### src/rtl/index_decode_queue_if.sv
// Request/strobe bundle between the index encoder side and index_decode_queue.
// master drives requests and ticks; slave is the queue.
interface index_decode_queue_if #(
  parameter int unsigned PTR_W = 2
);
  logic             in_valid;
  logic [2:0]       in_idx;
  logic             in_ready;
  logic             tick;
  logic [7:0]       out_onehot;
  logic             out_valid;
  logic [PTR_W:0]   count;
  logic [7:0]       pending;
  logic             overflow;

  modport master (
    output in_valid, in_idx, tick,
    input  in_ready, out_onehot, out_valid, count, pending, overflow
  );

  modport slave (
    input  in_valid, in_idx, tick,
    output in_ready, out_onehot, out_valid, count, pending, overflow
  );
endinterface

### src/rtl/index_decode_queue.sv
// In-order queue of 3-bit indices replayed as one-hot strobes, one per frame tick.
// Optional macro INDEX_DUP_DROP_EN: pushes of an index already pending are consumed unstored.
module index_decode_queue #(
  parameter int unsigned DEPTH = 4,
  parameter int unsigned PTR_W = 2
) (
  input  logic                 clk,
  input  logic                 rst,
  index_decode_queue_if.slave  bus
);

  localparam logic [PTR_W:0] FullCount = (PTR_W+1)'(DEPTH);

  logic [2:0]       r_mem [DEPTH];
  logic [PTR_W-1:0] r_head;
  logic [PTR_W-1:0] r_tail;
  logic [PTR_W:0]   r_count;
  logic [7:0]       r_onehot;
  logic             r_overflow;

  logic             w_ready;
  logic             w_dup;
  logic             w_push;
  logic             w_pop;
  logic [7:0]       w_pending;

  assign w_ready = (r_count != FullCount);

  always_comb begin
    w_pending = 8'h00;
    for (int i = 0; i < int'(DEPTH); i++) begin
      if (i < int'(r_count)) w_pending[r_mem[r_head + PTR_W'(i)]] = 1'b1;
    end
  end

`ifdef INDEX_DUP_DROP_EN
  // Uses this cycle's mask, so an entry popping now still blocks its duplicate.
  assign w_dup = w_pending[bus.in_idx];
`else
  assign w_dup = 1'b0;
`endif

  assign w_push = bus.in_valid && w_ready && !w_dup;
  // Empty queue never pops, even if a push lands in the same cycle.
  assign w_pop  = bus.tick && (r_count != '0);

  always_ff @(posedge clk) begin
    if (w_push) r_mem[r_tail] <= bus.in_idx;
  end

  always_ff @(posedge clk) begin
    if (rst) begin
      r_head     <= '0;
      r_tail     <= '0;
      r_count    <= '0;
      r_onehot   <= 8'h00;
      r_overflow <= 1'b0;
    end else begin
      if (w_push) r_tail <= r_tail + PTR_W'(1);
      if (w_pop)  r_head <= r_head + PTR_W'(1);
      r_onehot <= w_pop ? (8'h01 << r_mem[r_head]) : 8'h00;
      if (bus.in_valid && !w_ready) r_overflow <= 1'b1;
      case ({w_push, w_pop})
        2'b10:   r_count <= r_count + (PTR_W+1)'(1);
        2'b01:   r_count <= r_count - (PTR_W+1)'(1);
        default: r_count <= r_count;
      endcase
    end
  end

  assign bus.in_ready   = w_ready;
  assign bus.out_onehot = r_onehot;
  assign bus.out_valid  = |r_onehot;
  assign bus.count      = r_count;
  assign bus.pending    = w_pending;
  assign bus.overflow   = r_overflow;

endmodule

### src/flat_wrapper.sv
// flat-port wrapper written by rule: the top's interface ports become plain ports
module index_decode_queue_flat 
#(
  parameter int unsigned DEPTH = 4,
  parameter int unsigned PTR_W = 2
)
  (clk, rst, bus_in_valid, bus_in_idx, bus_tick, bus_in_ready, bus_out_onehot, bus_out_valid, bus_count, bus_pending, bus_overflow);
  index_decode_queue_if #(.PTR_W(PTR_W)) bus_i ();
  input  logic clk;
  input  logic rst;
  input wire logic [$bits(bus_i.in_valid)-1:0] bus_in_valid;
  input wire logic [$bits(bus_i.in_idx)-1:0] bus_in_idx;
  input wire logic [$bits(bus_i.tick)-1:0] bus_tick;
  output wire logic [$bits(bus_i.in_ready)-1:0] bus_in_ready;
  output wire logic [$bits(bus_i.out_onehot)-1:0] bus_out_onehot;
  output wire logic [$bits(bus_i.out_valid)-1:0] bus_out_valid;
  output wire logic [$bits(bus_i.count)-1:0] bus_count;
  output wire logic [$bits(bus_i.pending)-1:0] bus_pending;
  output wire logic [$bits(bus_i.overflow)-1:0] bus_overflow;
  assign bus_i.in_valid = bus_in_valid;
  assign bus_i.in_idx = bus_in_idx;
  assign bus_i.tick = bus_tick;
  assign bus_in_ready = bus_i.in_ready;
  assign bus_out_onehot = bus_i.out_onehot;
  assign bus_out_valid = bus_i.out_valid;
  assign bus_count = bus_i.count;
  assign bus_pending = bus_i.pending;
  assign bus_overflow = bus_i.overflow;
  index_decode_queue #(.DEPTH(DEPTH), .PTR_W(PTR_W)) u_core (.clk(clk), .rst(rst), .bus(bus_i));
endmodule
### config.mk
export PLATFORM = sky130hd
export DESIGN_NAME = index_decode_queue_flat
export DESIGN_NICKNAME = d
export VERILOG_FILES = /design/src/rtl/index_decode_queue_if.sv /design/src/rtl/index_decode_queue.sv /design/src/flat_wrapper.sv
export SDC_FILE = /design/constraint.sdc
export NUM_CORES = 1
export LEC_CHECK = 0
export ABC_AREA = 1
export ABC_CLOCK_PERIOD_IN_PS = 2780
export CORE_MARGIN = 2
export CORE_UTILIZATION = 25
export DETAILED_ROUTE_END_ITERATION = 10
export PLACE_DENSITY_LB_ADDON = 0.05
export SYNTH_ARGS = -nofsm -noshare
export SYNTH_HDL_FRONTEND = slang
export SYNTH_SLANG_ARGS = --single-unit
### constraint.sdc
create_clock -name clk -period 2.78 [get_ports clk]
set_clock_uncertainty 0.2 [all_clocks]
set_input_delay 0.695 -clock clk [delete_from_list [all_inputs] [get_ports clk]]
set_output_delay 0.695 -clock clk [all_outputs]
set_load 0.005 [all_outputs]
Word level (Yosys, flattened, before mapping) --
Memories as Yosys holds them, arrays and structs flattened. A register that Yosys moved wholly into a read port is not among the register bits. Index checks and enable logic that the tools add are counted.
Storage, ports and cells: flip-flop bits (word level) 16, latch bits 0, memory bits (writable) 12, bits in read-only memories 0, bits of input ports 7, output and inout port bits 22, word-level logic and storage cells 61, memories kept 1
Memories:
- u_core.r_mem | depth 4, width 3, rd ports 4, clocked after memory_dff 1, wr ports 1, RTL line index_decode_queue.sv:14 | logic [2:0] r_mem [DEPTH];
Operators by class: add/subtract/negate cells 6, $mul 0, divide/modulo/power cells 0, $lt $le $gt $ge 12, eq/ne operators 3, shift operators 1, muxes and demuxes 17, bitwise operators 4, reductions and logical operators 12
Operators by type and width (count):
- $mux W8 | 4
- $or A8 B8 Y8 | 3
- $lt A3 B4 Y1 const B | 4
- $demux W1 S3 | 4
- $ge A3 B1 Y1 const B | 4
- $reduce_or A8 Y1 | 1
- $shl A1 B3 Y8 const A | 1
- $logic_and A1 B1 Y1 | 7
- $lt A1 B3 Y1 const A | 2
- $lt A2 B3 Y1 const A | 2
- $mux W1 | 6
- $pmux W3 S2 | 1
- $add A2 B1 Y2 const B | 2
- $add A2 B2 Y2 const B | 2
- $mux W2 | 2
- $add A3 B1 Y3 const B | 1
- $ne A3 B3 Y1 const B | 1
- $reduce_bool A3 Y1 | 1
- $sub A3 B1 Y3 const B | 1
- $eq A2 B1 Y1 const B | 1
- $eq A2 B2 Y1 const B | 1
- $reduce_bool A2 Y1 | 1
- $reduce_or A2 Y1 | 1
- $logic_not A1 Y1 | 1
- $not A1 Y1 | 1

Depth between registers and ports, before layout --
Gate-level depths: netlist (run 1). An unclocked memory read counts as a cell.
depth in word-level cells 12, gate-level depth with buffers 11, depth with buffers taken out 11

Worst setup path before layout (run 1) --
No wires, ideal clock.
kind reg-to-output, start register u_core.r_count[0], in the netlist u_core.bus.count[0], end output bus_pending[0], arrival time 1.111 ns, data required time 1.885 ns, path slack 0.774 ns, cell stages (with the launch flop) 7, path buffers 0, cell sequence dfxtp_1 > inv_1 > o21ai_0 > nand3_1 > nor2_1 > nor2_1 > nand3_1
On the way: longest elaborated chain between the ends 8, elaborated cells on any way between the ends 11, classes of those cells order compare: 4; mux: 4; bitwise: 3
RTL lines:
- start: declaration | RTL line index_decode_queue.sv:17 | logic [PTR_W:0] r_count;
- start signal: assignment | RTL line index_decode_queue.sv:64 | 2'b10: r_count <= r_count + (PTR_W+1)'(1);
- start signal: assignment | RTL line index_decode_queue.sv:65 | 2'b01: r_count <= r_count - (PTR_W+1)'(1);
- start signal: assignment | RTL line index_decode_queue.sv:66 | default: r_count <= r_count;
- $lt A1 B3 Y1 | RTL line index_decode_queue.sv:32 | if (i < int'(r_count)) w_pending[r_mem[r_head + PTR_W'(i)]] = 1'b1;
- $mux W8 | RTL line index_decode_queue.sv:32
- $or A8 B8 Y8 (no line)
- $mux W8 | RTL line index_decode_queue.sv:32
- $or A8 B8 Y8 (no line)
- $mux W8 | RTL line index_decode_queue.sv:32
- $or A8 B8 Y8 (no line)
- $mux W8 (*) | RTL line index_decode_queue.sv:32
- end: declaration | RTL line flat_wrapper.sv:18 | output wire logic [$bits(bus_i.pending)-1:0] bus_pending;
Mark *: on every way between the ends. The rest lies on a longest branch, timed or not.

Worst setup path in the final report (run 1) --
start register u_core.r_head[0], end output bus_pending[4]
On the way: longest elaborated chain between the ends 12, elaborated cells on any way between the ends 25, classes of those cells add/sub: 3; order compare: 6; mux: 9; bitwise: 3; reduce/logical: 3; memory: 1
RTL lines:
- start: declaration | RTL line index_decode_queue.sv:15 | logic [PTR_W-1:0] r_head;
- start signal: assignment | RTL line index_decode_queue.sv:60 | if (w_pop) r_head <= r_head + PTR_W'(1);
- $add A2 B1 Y2 | RTL line index_decode_queue.sv:32
- $mem_v2 Z4 W3 (*)
- $lt A3 B4 Y1 (implied by the code) / $ge A3 B1 Y1 (equally long branches) | RTL line index_decode_queue.sv:32
- $logic_and A1 B1 Y1 (implied by the code) | RTL line index_decode_queue.sv:32
- $mux W1 (implied by the code) | RTL line index_decode_queue.sv:32
- $demux W1 S3
- $or A8 B8 Y8 (no line)
- $mux W8 | RTL line index_decode_queue.sv:32
- $or A8 B8 Y8 (no line)
- $mux W8 | RTL line index_decode_queue.sv:32
- $or A8 B8 Y8 (no line)
- $mux W8 (*) | RTL line index_decode_queue.sv:32
Marks and branches as above.

==> run summary, run 1 <==
Status -> complete, no violations
Syn Std Cell Area -> 1970 sq um
DRT antenna net count -> 0
Multi-input logic area -> 1180 sq um
Ports -> 29
Tcrit/Tclk final -> 96.0%
Clock transition at path regs -> 0.06 ns
Reg area -> 729 sq um
Vias in the first global route -> 1998
Row Count -> 32
Number of synthesized register bits -> 30
PortBufs -> 28
Sequential area share after synthesis -> 36.6%
N_diodes -> 0
Pre-CTS setup slack -> 0.0525 ns
Core area -> 7690 sq um
Largest net degree at the start of global routing -> 16
Final setup TNS -> 0 ns
Critical Path RT -> 1.88 ns
Layout overhead on the synthesized area -> 36.1%
Startpoint types -> flip-flop
Crit path max fanout -> 9
Total GRT Usage -> 13.8%
Reg power frac -> 25.1%
WS Path Type -> reg -> out
Vias post-DR -> 1994
Final global-route overflow total -> 0
Yosys warnings -> 0
Worst setup margin -> 0.112 ns
Clock power share -> 13.7%
Initial antenna violation count -> 0
Slew @ Worst Pin -> 0.301 ns
Final core utilization -> 34.8%
Hold slack -> 0.252 ns
Final period demand of the worst path -> 2.67 ns
TritonCTS Buffers -> 5
Syn avg cell area -> 6.54 sq um
Commonest non-fill, non-tap cell in the layout -> nand2_1
Count of cell types in the netlist -> 20
Die Wd -> 92.7 um
Critical Path AT -> 1.77 ns
Nets@finish -> 368
Slew HR -> 79.8%
TritonCTS Sinks -> 30
Most frequent cells in the layout -> nand2_1 (104), nor2_1 (41), nand3_1 (37)
Post-synth net total -> 317
Fraction of layout cells with a size suffix above 1 -> 20.1%
First-pass GRT wire length -> 9290 um
Peak Freq -> 375 MHz
Initial Utilization -> 25.6%
VDD IR max -> 0.414 mV
Leak -> 1.23 nW
Combinational Power Share -> 61.2%
Power Internal -> 1.31 mW
Drt pass-1 iters -> 4
PwrDens -> 903 nW/um^2
Switching portion of total power -> 45.8%
Die area -> 8600 sq um
H-tree depth -> 2
Hold crit path type -> reg -> reg
Max cap viols -> 0
CP Capture Type -> output port
Per-cell routed wire length -> 12.4 um
Total Routed Length -> 5650 um
Fin. Hold Viols -> 0
Number of fill cells -> 834
Initial DRC Count -> 67
Setup Viol. Count Final -> 0
Final Max Slew Viols -> 0
CTS Root Cell -> clkbuf_8
Cells after Synth -> 301
Avg Vias per Cell -> 4.38
Clk_lat worst skew -> 0.28 ns
Clock buffer depth -> 2
Switch Pwr -> 1.11 mW
# DRC -> 0
Die H -> 92.7 um
HPWL after DPL -> 4370 um
Hold-fix buffers, CTS -> 0
Final weighted congestion in routability-driven placement -> 0.836
CTS tree -> done
[metal layers]
metal / global-route usage [%] / share of wire (%)
met1: 17.0 / 47
met2: 23.7 / 48
met3: 2.28 / 2.4
met4: 6.00 / 2.7
met5: 0 / 0
[cells in the mapped netlist]
| cell type | n | area, sq um |
|---|---|---|
| ha_1 | 9 | 113 |
| nor4_1 | 2 | 12.5 |
| nand2_2 | 5 | 31.3 |
| nor2_2 | 2 | 12.5 |
| inv_1 | 21 | 78.8 |
| dfxtp_1 | 18 | 360 |
| xor2_1 | 1 | 8.76 |
| a21oi_2 | 1 | 8.76 |
| nand2_1 | 118 | 443 |
| and2_1 | 1 | 6.26 |
| o21ai_0 | 9 | 45.0 |
| buf_6 | 3 | 33.8 |
| buf_4 | 2 | 15.0 |
| edfxtp_1 | 12 | 360 |
| nor2_1 | 44 | 165 |
| o21ai_1 | 1 | 5.00 |
| nand2_4 | 2 | 22.5 |
| nand3_1 | 37 | 185 |
| a21oi_1 | 10 | 50.1 |
| inv_2 | 3 | 11.3 |
[logic make-up after synthesis]
logic type | count (synthesis) | synth area share, %
AO/OA/AOI/OAI | 21 | 5.53
buffers and inverters | 29 | 7.06
flip-flops | 30 | 36.6
XOR/XNOR | 1 | 0.445
AND/OR/NAND/NOR | 211 | 44.6
adder cells (fa/ha/maj) | 9 | 5.72
[critical path, cell delays in order, from the launching register on]
cell           delay, ns
dfxtp_4             0.43
inv_8               0.06
buf_4               0.16
nand2_1             0.06
nand2_1             0.08
nand2_1             0.09
nand2_2             0.10
a21oi_2             0.15
nand2_1             0.07
nand3_1             0.08
dlygate4sd2_1       0.23
[state kept, by name (all words and copies together) (netlist names), named ones only]
signal                 count
u_core.r_tail              2
u_core.bus.out_onehot      8
u_core.r_head              2
u_core.bus.count           3
u_core.r_mem              12
u_core.bus.overflow        1
[timing repair]
item	CTS	global route
resized for setup	26	29
endpoints found under the setup margin	8	7
buffers inserted	2	6
gates cloned	0	1
endpoints found under the hold margin	0	0
pin swaps	2	10
[path summary, 6_finish.rpt]
kind / startpoint / end / slack, ns / cells past startpoint
max: u_core.r_head[0] / bus_pending[4] / 0.11 / 10
min reg2reg: u_core.bus.overflow / u_core.bus.overflow / 0.25 / 2
min: u_core.bus.overflow / u_core.bus.overflow / 0.25 / 2
max reg2reg: u_core.bus.count[1] / u_core.bus.count[2] / 0.56 / 11
[area by class of cell]
| type | instances | share of cell area [%] |
|---|---|---|
| clock buffers | 5 | 2.57 |
| clock inverters | 3 | 0.607 |
| inverters | 24 | 3.64 |
| multi-input cells | 242 | 44.2 |
| flip-flops and latches | 30 | 27.2 |
| well taps | 102 | 4.76 |
| repair buffers | 49 | 17.0 |
[power groups by stage]
stage | registers (mW) | logic [mW] | clock network (mW)
floorplan | 0.577 | 0.864 | 0
global placement | 0.601 | 1.36 | 0
CTS | 0.600 | 1.36 | 0.344
detailed placement | 0.600 | 1.35 | 0
global route | 0.618 | 1.69 | 0.364
finish | 0.608 | 1.48 | 0.330
[through the flow]
step	instance area, sq um	power, mW	cells
6_report	2680	2.42	455
5_1_grt	2680	2.67	455
4_1_cts	2560	2.31	448
3_5_place_dp	2420	1.95	438
3_3_place_gp	2420	1.97	438
2_1_floorplan	1970	1.44	301
Power figures use the tool's default switching activity.
==> run 2, diff against run 1 <==
--- a/config.mk
+++ b/config.mk
@@ -10,7 +10,7 @@
 export CORE_MARGIN = 2
 export CORE_UTILIZATION = 25
 export DETAILED_ROUTE_END_ITERATION = 10
-export PLACE_DENSITY_LB_ADDON = 0.05
+export SLEW_MARGIN = 30
 export SYNTH_ARGS = -nofsm -noshare
 export SYNTH_HDL_FRONTEND = slang
 export SYNTH_SLANG_ARGS = --single-unit
==> run summary, run 2 (same netlist as run 1, synthesis figures left out) <==
Wire length on met3 -> 180 um
Core area -> 7690 sq um
Largest net degree at the start of global routing -> 19
Total GRT Usage -> 12.9%
Vias post-DR -> 2039
Clock transition at path regs -> 0.07 ns
WS Path Type -> reg -> out
Hold crit path type -> reg -> reg
Total Routed Length -> 5290 um
Slew @ Worst Pin -> 0.319 ns
Most frequent cells in the layout -> nand2_1 (108), nor2_1 (39), nand3_1 (36)
Status -> complete, no violations
Metal-1 WL -> 2500 um
Most flop-heavy register -> u_core.r_mem
First-pass GRT wire length -> 8710 um
DRT antenna net count -> 0
RSZ-0062 raised after global routing -> no
Commonest non-fill, non-tap cell in the layout -> nand2_1
TritonCTS Buffers -> 5
Ports -> 29
Tcrit/Tclk final -> 95.5%
CTS tree -> done
CTS Root Cell -> clkbuf_8
VDD IR max -> 0.494 mV
Fraction of layout cells with a size suffix above 1 -> 18.1%
Hold-fix buffers, CTS -> 0
Max reg flops -> 12
Final global-route overflow total -> 0
Setup Viol. Count Final -> 0
Crit-path cells -> buf_4 -> nand2_1 -> nand2_1 -> nand2_1 -> nand2_2 -> nand2_1 -> nor2_1 -> nor2_1 -> nand3_1 -> dlygate4sd2_1
Crit path max fanout -> 4
Die H -> 92.7 um
Peak Freq -> 377 MHz
Vias in the first global route -> 1878
Top delay family on crit path -> simple AND/OR/NAND/NOR gates
Clk_lat worst skew -> 0.28 ns
Die area -> 8600 sq um
Final weighted congestion in routability-driven placement -> 0.891
Leak -> 1.21 nW
Per-cell routed wire length -> 11.7 um
Buf+Inv Stages, Crit Path -> 2
Max cap viols -> 0
Initial Utilization -> 25.6%
DR top layer -> met4
# DRC -> 0
CP most frequent cell -> nand2_1
H-tree depth -> 2
Drt pass-1 iters -> 6
Hold slack -> 0.252 ns
TritonCTS Sinks -> 30
Die Wd -> 92.7 um
PortBufs -> 28
Layout overhead on the synthesized area -> 32.0%
Critical Path AT -> 1.76 ns
HPWL after DPL -> 4060 um
N_diodes -> 0
PwrDens -> 893 nW/um^2
Fin. Hold Viols -> 0
Worst path slowest cell -> edfxtp_1
Clock buffer depth -> 2
Final Max Slew Viols -> 0
Critical Path RT -> 1.88 ns
Avg Vias per Cell -> 4.53
Startpoint types -> flip-flop
Metal2 WL -> 2520 um
Nets@finish -> 363
Slew HR -> 78.6%
CP Capture Type -> output port
Max stage delay on crit path -> 0.47 ns
Final core utilization -> 33.8%
Initial antenna violation count -> 0
Final period demand of the worst path -> 2.65 ns
Initial DRC Count -> 94
Row Count -> 32
[run 2: changes by cell type in the layout (fill, tap and decap cells not counted), moves of 3 or more]
cell | before | now
buf_4 | 18 | 13
nand2_1 | 104 | 108
nand2_2 | 19 | 15
nor2_2 | 3 | 7
dlygate4sd2_1 | 3 | 6
[run 2: per-stage QoR]
stage,std cells,setup TNS [ns],total power [mW],worst slack [ns],cell area (sq um)
floorplan,301,0,1.44,0.774,1970
global placement,436,0,1.90,0.0834,2400
detailed placement,436,0,1.91,0.0399,2400
CTS,447,-0.0717,2.27,-0.0717,2540
global route,450,0,2.53,0.00230,2600
finish,450,0,2.32,0.125,2600
[run 2: final timing paths]
kind,startpoint,to,slack [ns],depth (start not counted)
hold reg to reg,u_core.bus.overflow,u_core.bus.overflow,0.25,2
hold / removal,u_core.bus.overflow,u_core.bus.overflow,0.25,2
setup / recovery,u_core.r_mem[1][2],bus_pending[4],0.13,10
setup reg to reg,u_core.bus.count[0],u_core.bus.count[2],0.64,10
[run 2: where the power goes]
group | switching (mW) | leakage [nW] | internal [mW]
sequential | 0.0721 | 0.259 | 0.531
clock | 0.167 | 0.0450 | 0.173
combinational | 0.834 | 0.906 | 0.543
[run 2: per-layer routing]
metal	up-vias	GRT usage, %
li1	1055	-
met1	919	15.9
met2	53	22.8
met3	12	2.52
met4	0	3.68
met5	-	0
[run 2: timing repair]
action	4_1_cts	5_1_grt
pin swaps	3	7
endpoints found under the setup margin	8	7
gates resized for setup	28	17
buffers inserted	2	3
gates cloned	1	0
[run 2: area by class of cell]
cell class / instances / area [sq um]
inverters: 24 / 97.6
fillers: 839 / 5090
repair buffers: 44 / 407
multi-input cells: 242 / 1150
well taps: 102 / 128
clock buffers: 6 / 72.6
flip-flops and latches: 30 / 729
clock inverters: 2 / 10.0
[run 2: worst reg2reg max path, delay by kind of cell (launching register included)]
kind / cells / cell delay [ns]
fa+ha+maj: 2 / 0.58
simple gates: 3 / 0.36
flops: 1 / 0.31
compound gates: 3 / 0.31
buf+inv: 2 / 0.26
